File: src/rtl/load_store_unit.sv
// RV32I load/store unit: one access at a time over a req/gnt/rvalid memory port, with timeout abort.
// Optional build macro LSU_MISALIGN_TRAP_EN: trap misaligned halfword/word accesses instead of force-aligning them.
module load_store_unit #(
  parameter int unsigned TIMEOUT_CYCLES = 255
) (
  input  logic        clk,
  input  logic        rst,
  input  logic        start,
  input  logic        is_store,
  input  logic [2:0]  funct3,
  input  logic [31:0] addr,
  input  logic [31:0] wdata,
  output logic        busy,
  output logic        done,
  output logic [31:0] rdata,
  output logic        misaligned,
  output logic        bus_err,
  output logic        mem_req,
  output logic        mem_we,
  output logic [31:0] mem_addr,
  output logic [31:0] mem_wdata,
  output logic [3:0]  mem_wstrb,
  input  logic        mem_gnt,
  input  logic        mem_rvalid,
  input  logic [31:0] mem_rdata
);

  localparam int unsigned CW = (TIMEOUT_CYCLES < 2) ? 1 : $clog2(TIMEOUT_CYCLES + 1);
  localparam logic [CW-1:0] CNT_LAST = CW'(TIMEOUT_CYCLES - 32'd1);
  localparam logic [CW-1:0] CNT_ONE  = CW'(32'd1);

  localparam logic [1:0] ST_IDLE = 2'd0;
  localparam logic [1:0] ST_REQ  = 2'd1;
  localparam logic [1:0] ST_WAIT = 2'd2;
  localparam logic [1:0] ST_DONE = 2'd3;

  function automatic logic illegal_f(input logic st, input logic [2:0] f3);
    logic bad;
    case (f3)
      3'b011, 3'b110, 3'b111: bad = 1'b1;
      3'b100, 3'b101:         bad = st;
      default:                bad = 1'b0;
    endcase
    return bad;
  endfunction

  function automatic logic [31:0] align_f(input logic [2:0] f3, input logic [31:0] a);
    logic [31:0] r;
    case (f3[1:0])
      2'b01:   r = {a[31:1], 1'b0};
      2'b10:   r = {a[31:2], 2'b00};
      default: r = a;
    endcase
    return r;
  endfunction

  function automatic logic [3:0] wstrb_f(input logic st, input logic [2:0] f3, input logic [1:0] off);
    logic [3:0] s;
    if (!st) begin
      s = 4'b0000;
    end else begin
      case (f3[1:0])
        2'b00:   s = 4'b0001 << off;
        2'b01:   s = 4'b0011 << off;
        2'b10:   s = 4'b1111;
        default: s = 4'b0000;
      endcase
    end
    return s;
  endfunction

  function automatic logic [31:0] wdata_f(input logic [2:0] f3, input logic [31:0] wd);
    logic [31:0] r;
    case (f3[1:0])
      2'b00:   r = {4{wd[7:0]}};
      2'b01:   r = {2{wd[15:0]}};
      default: r = wd;
    endcase
    return r;
  endfunction

  function automatic logic [31:0] extract_f(input logic [2:0] f3, input logic [1:0] off,
                                            input logic [31:0] rd);
    logic [7:0]  b;
    logic [15:0] h;
    logic [31:0] r;
    case (off)
      2'b00:   b = rd[7:0];
      2'b01:   b = rd[15:8];
      2'b10:   b = rd[23:16];
      default: b = rd[31:24];
    endcase
    h = off[1] ? rd[31:16] : rd[15:0];
    case (f3)
      3'b000:  r = {{24{b[7]}}, b};
      3'b100:  r = {24'd0, b};
      3'b001:  r = {{16{h[15]}}, h};
      3'b101:  r = {16'd0, h};
      3'b010:  r = rd;
      default: r = 32'd0;
    endcase
    return r;
  endfunction

  logic [1:0]    state_r;
  logic [1:0]    state_next_s;
  logic [CW-1:0] cnt_r;
  logic          is_store_r;
  logic [2:0]    funct3_r;
  logic [1:0]    off_r;
  logic          busy_r, done_r, mem_req_r, mem_we_r, mis_r, berr_r;
  logic [31:0]   rdata_r, mem_addr_r, mem_wdata_r;
  logic [3:0]    mem_wstrb_r;

  logic          trap_s, reject_s, timeout_s, finish_s;
  logic [31:0]   addr_align_s;
  logic [31:0]   res_rdata_s;
  logic          res_mis_s, res_berr_s;

  // Misalignment trap vs. forced natural alignment, selected at build time.
  always_comb begin
`ifdef LSU_MISALIGN_TRAP_EN
    case (funct3[1:0])
      2'b01:   trap_s = addr[0];
      2'b10:   trap_s = (addr[1:0] != 2'b00);
      default: trap_s = 1'b0;
    endcase
    addr_align_s = addr;
`else
    trap_s       = 1'b0;
    addr_align_s = align_f(funct3, addr);
`endif
  end

  assign reject_s  = illegal_f(is_store, funct3) | trap_s;
  assign timeout_s = (cnt_r == CNT_LAST);

  // Next state and the result captured on entry to DONE; a response beats a same-cycle timeout.
  always_comb begin
    state_next_s = state_r;
    finish_s     = 1'b0;
    res_rdata_s  = 32'd0;
    res_mis_s    = 1'b0;
    res_berr_s   = 1'b0;
    case (state_r)
      ST_IDLE: begin
        if (start && reject_s) begin
          state_next_s = ST_DONE;
          finish_s     = 1'b1;
          res_mis_s    = 1'b1;
        end else if (start) begin
          state_next_s = ST_REQ;
        end else begin
          state_next_s = ST_IDLE;
        end
      end
      ST_REQ: begin
        if (mem_gnt && is_store_r) begin
          state_next_s = ST_DONE;
          finish_s     = 1'b1;
        end else if (mem_gnt) begin
          state_next_s = ST_WAIT;
        end else if (timeout_s) begin
          state_next_s = ST_DONE;
          finish_s     = 1'b1;
          res_berr_s   = 1'b1;
        end else begin
          state_next_s = ST_REQ;
        end
      end
      ST_WAIT: begin
        if (mem_rvalid) begin
          state_next_s = ST_DONE;
          finish_s     = 1'b1;
          res_rdata_s  = extract_f(funct3_r, off_r, mem_rdata);
        end else if (timeout_s) begin
          state_next_s = ST_DONE;
          finish_s     = 1'b1;
          res_berr_s   = 1'b1;
        end else begin
          state_next_s = ST_WAIT;
        end
      end
      ST_DONE: state_next_s = ST_IDLE;
      default: state_next_s = ST_IDLE;
    endcase
  end

  // State, timeout counter, memory-port and result registers.
  always_ff @(posedge clk) begin
    if (rst) begin
      state_r     <= ST_IDLE;
      cnt_r       <= '0;
      is_store_r  <= 1'b0;
      funct3_r    <= 3'd0;
      off_r       <= 2'd0;
      busy_r      <= 1'b0;
      done_r      <= 1'b0;
      mem_req_r   <= 1'b0;
      mem_we_r    <= 1'b0;
      mem_addr_r  <= 32'd0;
      mem_wdata_r <= 32'd0;
      mem_wstrb_r <= 4'd0;
      rdata_r     <= 32'd0;
      mis_r       <= 1'b0;
      berr_r      <= 1'b0;
    end else begin
      state_r   <= state_next_s;
      busy_r    <= (state_next_s != ST_IDLE);
      done_r    <= (state_next_s == ST_DONE);
      mem_req_r <= (state_next_s == ST_REQ);

      if (state_r == ST_IDLE) begin
        cnt_r <= '0;
      end else if ((state_r == ST_REQ) || (state_r == ST_WAIT)) begin
        cnt_r <= cnt_r + CNT_ONE;
      end else begin
        cnt_r <= cnt_r;
      end

      if ((state_r == ST_IDLE) && start) begin
        is_store_r <= is_store;
        funct3_r   <= funct3;
        off_r      <= addr_align_s[1:0];
      end
      // Memory-port fields only change when a request is actually issued.
      if ((state_r == ST_IDLE) && start && !reject_s) begin
        mem_we_r    <= is_store;
        mem_addr_r  <= {addr_align_s[31:2], 2'b00};
        mem_wdata_r <= wdata_f(funct3, wdata);
        mem_wstrb_r <= wstrb_f(is_store, funct3, addr_align_s[1:0]);
      end

      if (finish_s) begin
        rdata_r <= res_rdata_s;
        mis_r   <= res_mis_s;
        berr_r  <= res_berr_s;
      end
    end
  end

  assign busy       = busy_r;
  assign done       = done_r;
  assign rdata      = rdata_r;
  assign misaligned = mis_r;
  assign bus_err    = berr_r;
  assign mem_req    = mem_req_r;
  assign mem_we     = mem_we_r;
  assign mem_addr   = mem_addr_r;
  assign mem_wdata  = mem_wdata_r;
  assign mem_wstrb  = mem_wstrb_r;

endmodule

File: config.mk
export PLATFORM = sky130hd
export DESIGN_NAME = load_store_unit
export DESIGN_NICKNAME = d
export VERILOG_FILES = /design/src/rtl/load_store_unit.sv
export SDC_FILE = /design/constraint.sdc
export NUM_CORES = 1
export LEC_CHECK = 0
export ABC_AREA = 1
export CORE_ASPECT_RATIO = 0.5
export CORE_UTILIZATION = 49
export CTS_BUF_LIST = sky130_fd_sc_hd__clkbuf_8 sky130_fd_sc_hd__clkbuf_16
export DETAILED_ROUTE_END_ITERATION = 6
export PLACE_DENSITY_LB_ADDON = 0.08
export SKIP_LAST_GASP = 1
export SLEW_MARGIN = 20
export SYNTH_ARGS = -nofsm -noshare
export SYNTH_HDL_FRONTEND = slang
export SYNTH_SLANG_ARGS = --single-unit
export TNS_END_PERCENT = 100
File: constraint.sdc
create_clock -name clk -period 4.6 [get_ports clk]
set_clock_uncertainty 0.1 [all_clocks]
set_input_delay 0.92 -clock clk [delete_from_list [all_inputs] [get_ports clk]]
set_output_delay 0.92 -clock clk [all_outputs]
set_load 0.05 [all_outputs]
==> results of run 1 <==
[cell families after synthesis]
logic type      after synthesis  synth area share, %
simple gates                409                 30.5
compound gates              197                 17.1
buf+inv                     130                 9.64
flops                       120                 40.4
fa+ha+maj                    10                 2.10
xor+xnor                      1                0.147
other cells                   1               0.0631
[power by group through the flow]
stage	Combinational [mW]	Sequential (mW)	Clock (mW)
3_3_place_gp	0.774	1.17	0
5_1_grt	0.854	1.16	1.51
4_1_cts	0.789	1.15	1.47
6_report	0.792	1.15	1.46
2_1_floorplan	0.335	1.35	0
3_5_place_dp	0.782	1.17	0
[worst min path at each step]
stage / slack, ns / end / cells after the start
2_1_floorplan: 0.34 / cnt_r[7] / 2
5_1_grt: 0.38 / rdata[11] / 2
3_3_place_gp: 0.35 / mem_wdata[11] / 2
6_report: 0.36 / mem_we / 2
3_5_place_dp: 0.35 / mem_we / 2
4_1_cts: 0.36 / mem_we / 2
[flip-flops by register name, summed over array words and instances, names as in the netlist, 2 cells and up]
name and flops:
mem_wdata 32, state_r 2, mem_wstrb 4, rdata 32, mem_addr 30, off_r 2
cnt_r 8, funct3_r 3
[critical path, cell delays in order]
cell and delay, ns:
clkdlybuf4s50_1 0.60, inv_1 0.13, ha_1 0.25, nand2_1 0.08, nand2_1 0.05, nand2_1 0.06
nand2_2 0.09, nand2_2 0.10, nand3_4 0.32, nand2_2 0.62, nand2_1 0.14, a21oi_1 0.17
[cell type report]
| class | count | area [um2] | share of cell area (%) |
|---|---|---|---|
| Tap cell | 165 | 206 | 2.39 |
| Clock buffer | 17 | 425 | 4.93 |
| Inverter | 74 | 279 | 3.24 |
| Timing Repair Buffer | 214 | 2120 | 24.6 |
| Multi-Input combinational cell | 619 | 2970 | 34.5 |
| Sequential cell | 120 | 2400 | 27.9 |
| Clock inverter | 15 | 213 | 2.47 |
[metrics by stage]
step / instance area (um2) / setup WS [ns] / util [%] / power, mW
floorplan: 5950 / 2.34 / - / 1.69
global placement: 7980 / 1.01 / 67.6 / 1.94
detailed placement: 7980 / 0.864 / 67.6 / 1.95
CTS: 8620 / 1.28 / 73.0 / 3.41
global route: 8620 / 0.978 / 73.0 / 3.53
finish: 8620 / 1.29 / 73.0 / 3.40
[synth_stat cells (4+ instances only)]
cell,count
a21oi_1,95
a31oi_1,8
buf_2,22
buf_4,10
clkbuf_1,20
dfxtp_1,120
ha_1,10
inv_1,67
inv_2,4
nand2_1,181
nand2_2,9
nand3_1,44
nand4_1,33
nor2_1,120
o21ai_0,82
o22ai_1,9
or2_2,6
[per-layer routing]
layer,vias up,global-route usage (%)
met2,282,48.1
met5,-,0
li1,3202,-
met3,23,8.47
met1,2929,36.0
met4,0,10.1
==> results.cfg, run 1 <==
[setup_path]
cp-end-kind = flip-flop
worstPathArrival_ns = 3.54
critPathRequiredTime_ns = 4.83
r2r_slack_ns = 1.81
startpoint = funct3[1]
r2r-end = rdata[24]
start_kind = input pin
worst-setup-path-type = in -> reg
crit_fanout = 34
reg2regPathDepth = 9
r2r_start = state_r[0]
endpoint = rdata[24]

[synth]
syn_inst = 868
synth_area_leaders = dfxtp_1, nand2_1, a21oi_1
synth_edf_count = 0
avgSynthCellArea_um2 = 6.85
async_flop_share_pct = 0
ys.flop_type = dfxtp_1
synthesis.area_um2 = 5940
yosysTopAreaCell = dfxtp_1
ys_types = 37
synth_top_cell_area_share_pct = 40.4
synth_warnings = 0
ys_ff_latch = 120
ys_seq_area_share_pct = 40.4

[die]
rows = 28
ioPinCount = 211
die_x_um = 158
fp.dieArea_um2 = 12600
core_area_um2 = 11800
die_h_um = 79.9
start_util_pct = 50.3

[drt]
wl_per_cell_um = 14.9
vias = 6436
ant_nets = 0
totalWireLength_mm = 18.2
met2_length_mm = 8.45
dr_wl_met3_mm = 1.72
dr.pass1.iters = 5
drc = 0
drt_iter0_markers = 536
met1Wirelength_mm = 7.76
via_per_inst = 5.26
top_layer = met4

[global_routing]
first_global_vias = 5933
gr-total-overflow = 0
grt_start_max_net_pins = 56
grt_usage_pct = 29.0
grt_pass1_wl_mm = 28.6
antenna_found_initial = 0

[flow_run]
drv_cap = 0

[cts]
cts-buffers-inserted = 17
post_cts_resized = 0
cts_setup_buffers = 0
h-tree-depth = 4
clk_pin_slew_ns = 0.06
clock_sinks = 120
ctsRootBufferMaster = clkbuf_16
cts.hold.buffers_added = 0
clk_latency_ns = 0.40
clock_tree.buffer_depth = 2
cts_tree = built

[place]
numPortBuffers = 208
place.gp.congestion = 0.962
numPlacedInstances = 1192
dp.final_hpwl_mm = 12.2

[sta]
period_minus_slack_ns = 3.31
max_slew_margin_pct = 39.8
max_freq_mhz = 302
worst_pin_slew_ns = 0.901
rsz0062_at_grt = no
final.period_utilization_pct = 71.9
setup_viol = 0
final_max_slew_viol_count = 0
tns_ns = 0
hold_violations = 0
holdWs_ns = 0.359

[cells_and_area]
layout_common_cells = clkdlybuf4s50_1, nand2_1, nor2_1, dfxtp_1, a21oi_1
drive_above_1_share_pct = 6.80
antenna_cells = 0
mostFrequentLayoutCell = clkdlybuf4s50_1
fin_cells = 1224
nets = 1161
syn_to_final_growth_pct = 45.0
nFillCells = 982

[power_and_ir_drop]
clkPwrFrac_pct = 42.9
seqPwrFrac_pct = 33.9
p_int_mw = 2.30
swShare_pct = 32.3
power.switching_mw = 1.10
comb_power_share_pct = 23.3
power.leakage_nw = 3.62
pwr_density_cell_nw_per_um2 = 395
ir_worst_vdd_v = 0.000252

[run_status]
status = completed

[min_path]
hp-start = mem_we
min_path_type = reg -> reg
(Power assumes the default switching activity.)
==> run 2, diff against run 1 <==
- CORE_UTILIZATION: 49 -> 45
- clock period: 4.6 -> 3.2 ns (I/O delays scaled with it)
==> results.cfg, run 2 (synthesized netlist as in run 1, its figures left out) <==
[sta]
rsz0062_at_grt = no
tns_ns = 0
worst_slack_ns = 0.628
max_slew_margin_pct = 49.1
final_max_slew_viol_count = 0
hold_violations = 0
max_freq_mhz = 389
final.period_utilization_pct = 80.4
holdWs_ns = 0.366
worst_pin_slew_ns = 0.762
period_minus_slack_ns = 2.57
setup_viol = 0

[cts]
h-tree-depth = 4
clk_latency_ns = 0.42
clock_sinks = 120
cts-buffers-inserted = 17
cts_setup_buffers = 0
ctsRootBufferMaster = clkbuf_16
post_cts_resized = 0
clk_pin_slew_ns = 0.07
cts_tree = built
cts.hold.buffers_added = 0
clock_tree.buffer_depth = 2

[cells_and_area]
syn_to_final_growth_pct = 45.4
stdcell_area_um2 = 8650
antenna_cells = 0
fin_util_pct = 67.7
drive_above_1_share_pct = 7.24
fin_cells = 1234
layout_common_cells = clkdlybuf4s50_1, nand2_1, nor2_1, dfxtp_1, a21oi_1
mostFrequentLayoutCell = clkdlybuf4s50_1
nets = 1166

[setup_path]
worst-setup-path-type = in -> reg
cp_common_cell = nand2_1
crit_chain = clkdlybuf4s50_1 > inv_1 > ha_1 > nand2_1 > nand2_1 > nand2_1 > nand2_2 > nor2_4 > inv_2 > nand2_1 > a21oi_1
worstPathArrival_ns = 2.81
critPathRequiredTime_ns = 3.44
slowest_delay_ns = 0.55
crit_fanout = 43
cp-end-kind = flip-flop
start_kind = input pin
cp_slowest_cell = inv_2

[global_routing]
antenna_found_initial = 0
grt_usage_pct = 28.3
gr-total-overflow = 0
first_global_vias = 6309
grt_start_max_net_pins = 88
grt_pass1_wl_mm = 30.8

[die]
core_area_um2 = 12800
start_util_pct = 46.5
ioPinCount = 211
die_x_um = 165
die_h_um = 83.3
fp.dieArea_um2 = 13700
rows = 29

[drt]
drc = 0
via_per_inst = 5.27
drt_iter0_markers = 479
totalWireLength_mm = 18.8
vias = 6501
ant_nets = 0
dr.pass1.iters = 5
wl_per_cell_um = 15.2

[place]
place_area_um2 = 8060
numPortBuffers = 208
dp.final_hpwl_mm = 12.7
numPlacedInstances = 1202
place.gp.congestion = 0.906
place_ws_ns = 0.184

[power_and_ir_drop]
pwr_density_cell_nw_per_um2 = 546
finalPower_mw = 4.72
power.leakage_nw = 3.63
ir_worst_vdd_v = 0.000375

[run_status]
status = completed

[flow_run]
drv_cap = 0

[min_path]
min_path_type = reg -> reg
## run 2: cell types whose count changed in the layout (fill, tap and decap cells not counted), sizes merged
cell / delta
clkinv: +2
clkinvlp: -1
buf: +5
bufinv: -4
inv: +3
## run 2: final timing paths
check                                from         to  slack [ns]  cells past startpoint
worst max register to register   off_r[1]  rdata[11]        1.17                      7
worst min register to register  rdata[13]  rdata[13]        0.37                      2
worst min-delay path            rdata[13]  rdata[13]        0.37                      2
worst max-delay path            funct3[1]     mem_we        0.63                     11
## run 2: layout make-up
class,count,area (um2)
fill,1127,4130
sequential,120,2400
clock inverter,15,156
tap,170,213
multi-input combinational,619,2970
timing repair buffer,219,2200
inverter,74,279
clock buffer,17,425
## run 2: per-layer routing
layer  share of wire, %  global-route usage (%)  up-vias
met1                 43                    35.6     3015
li1                   -                       -     3210
met3                9.5                    9.29       23
met2                 46                    46.0      253
met5                  0                       0        -
met4                1.3                    7.67        0
## run 2: critical path: cells and delay by family
| kind | cells | cell delay (ns) |
|---|---|---|
| buffers and inverters | 3 | 1.25 |
| AO/OA/AOI/OAI | 1 | 0.17 |
| adder cells (fa/ha/maj) | 1 | 0.26 |
| AND/OR/NAND/NOR | 6 | 0.49 |
## run 2: report_power, final
| group | internal, mW | switching (mW) | total, mW | leakage [nW] |
|---|---|---|---|---|
| combinational | 0.419 | 0.763 | 1.18 | 2.37 |
| sequential | 1.59 | 0.0536 | 1.64 | 0.980 |
| clock | 1.04 | 0.854 | 1.90 | 0.281 |
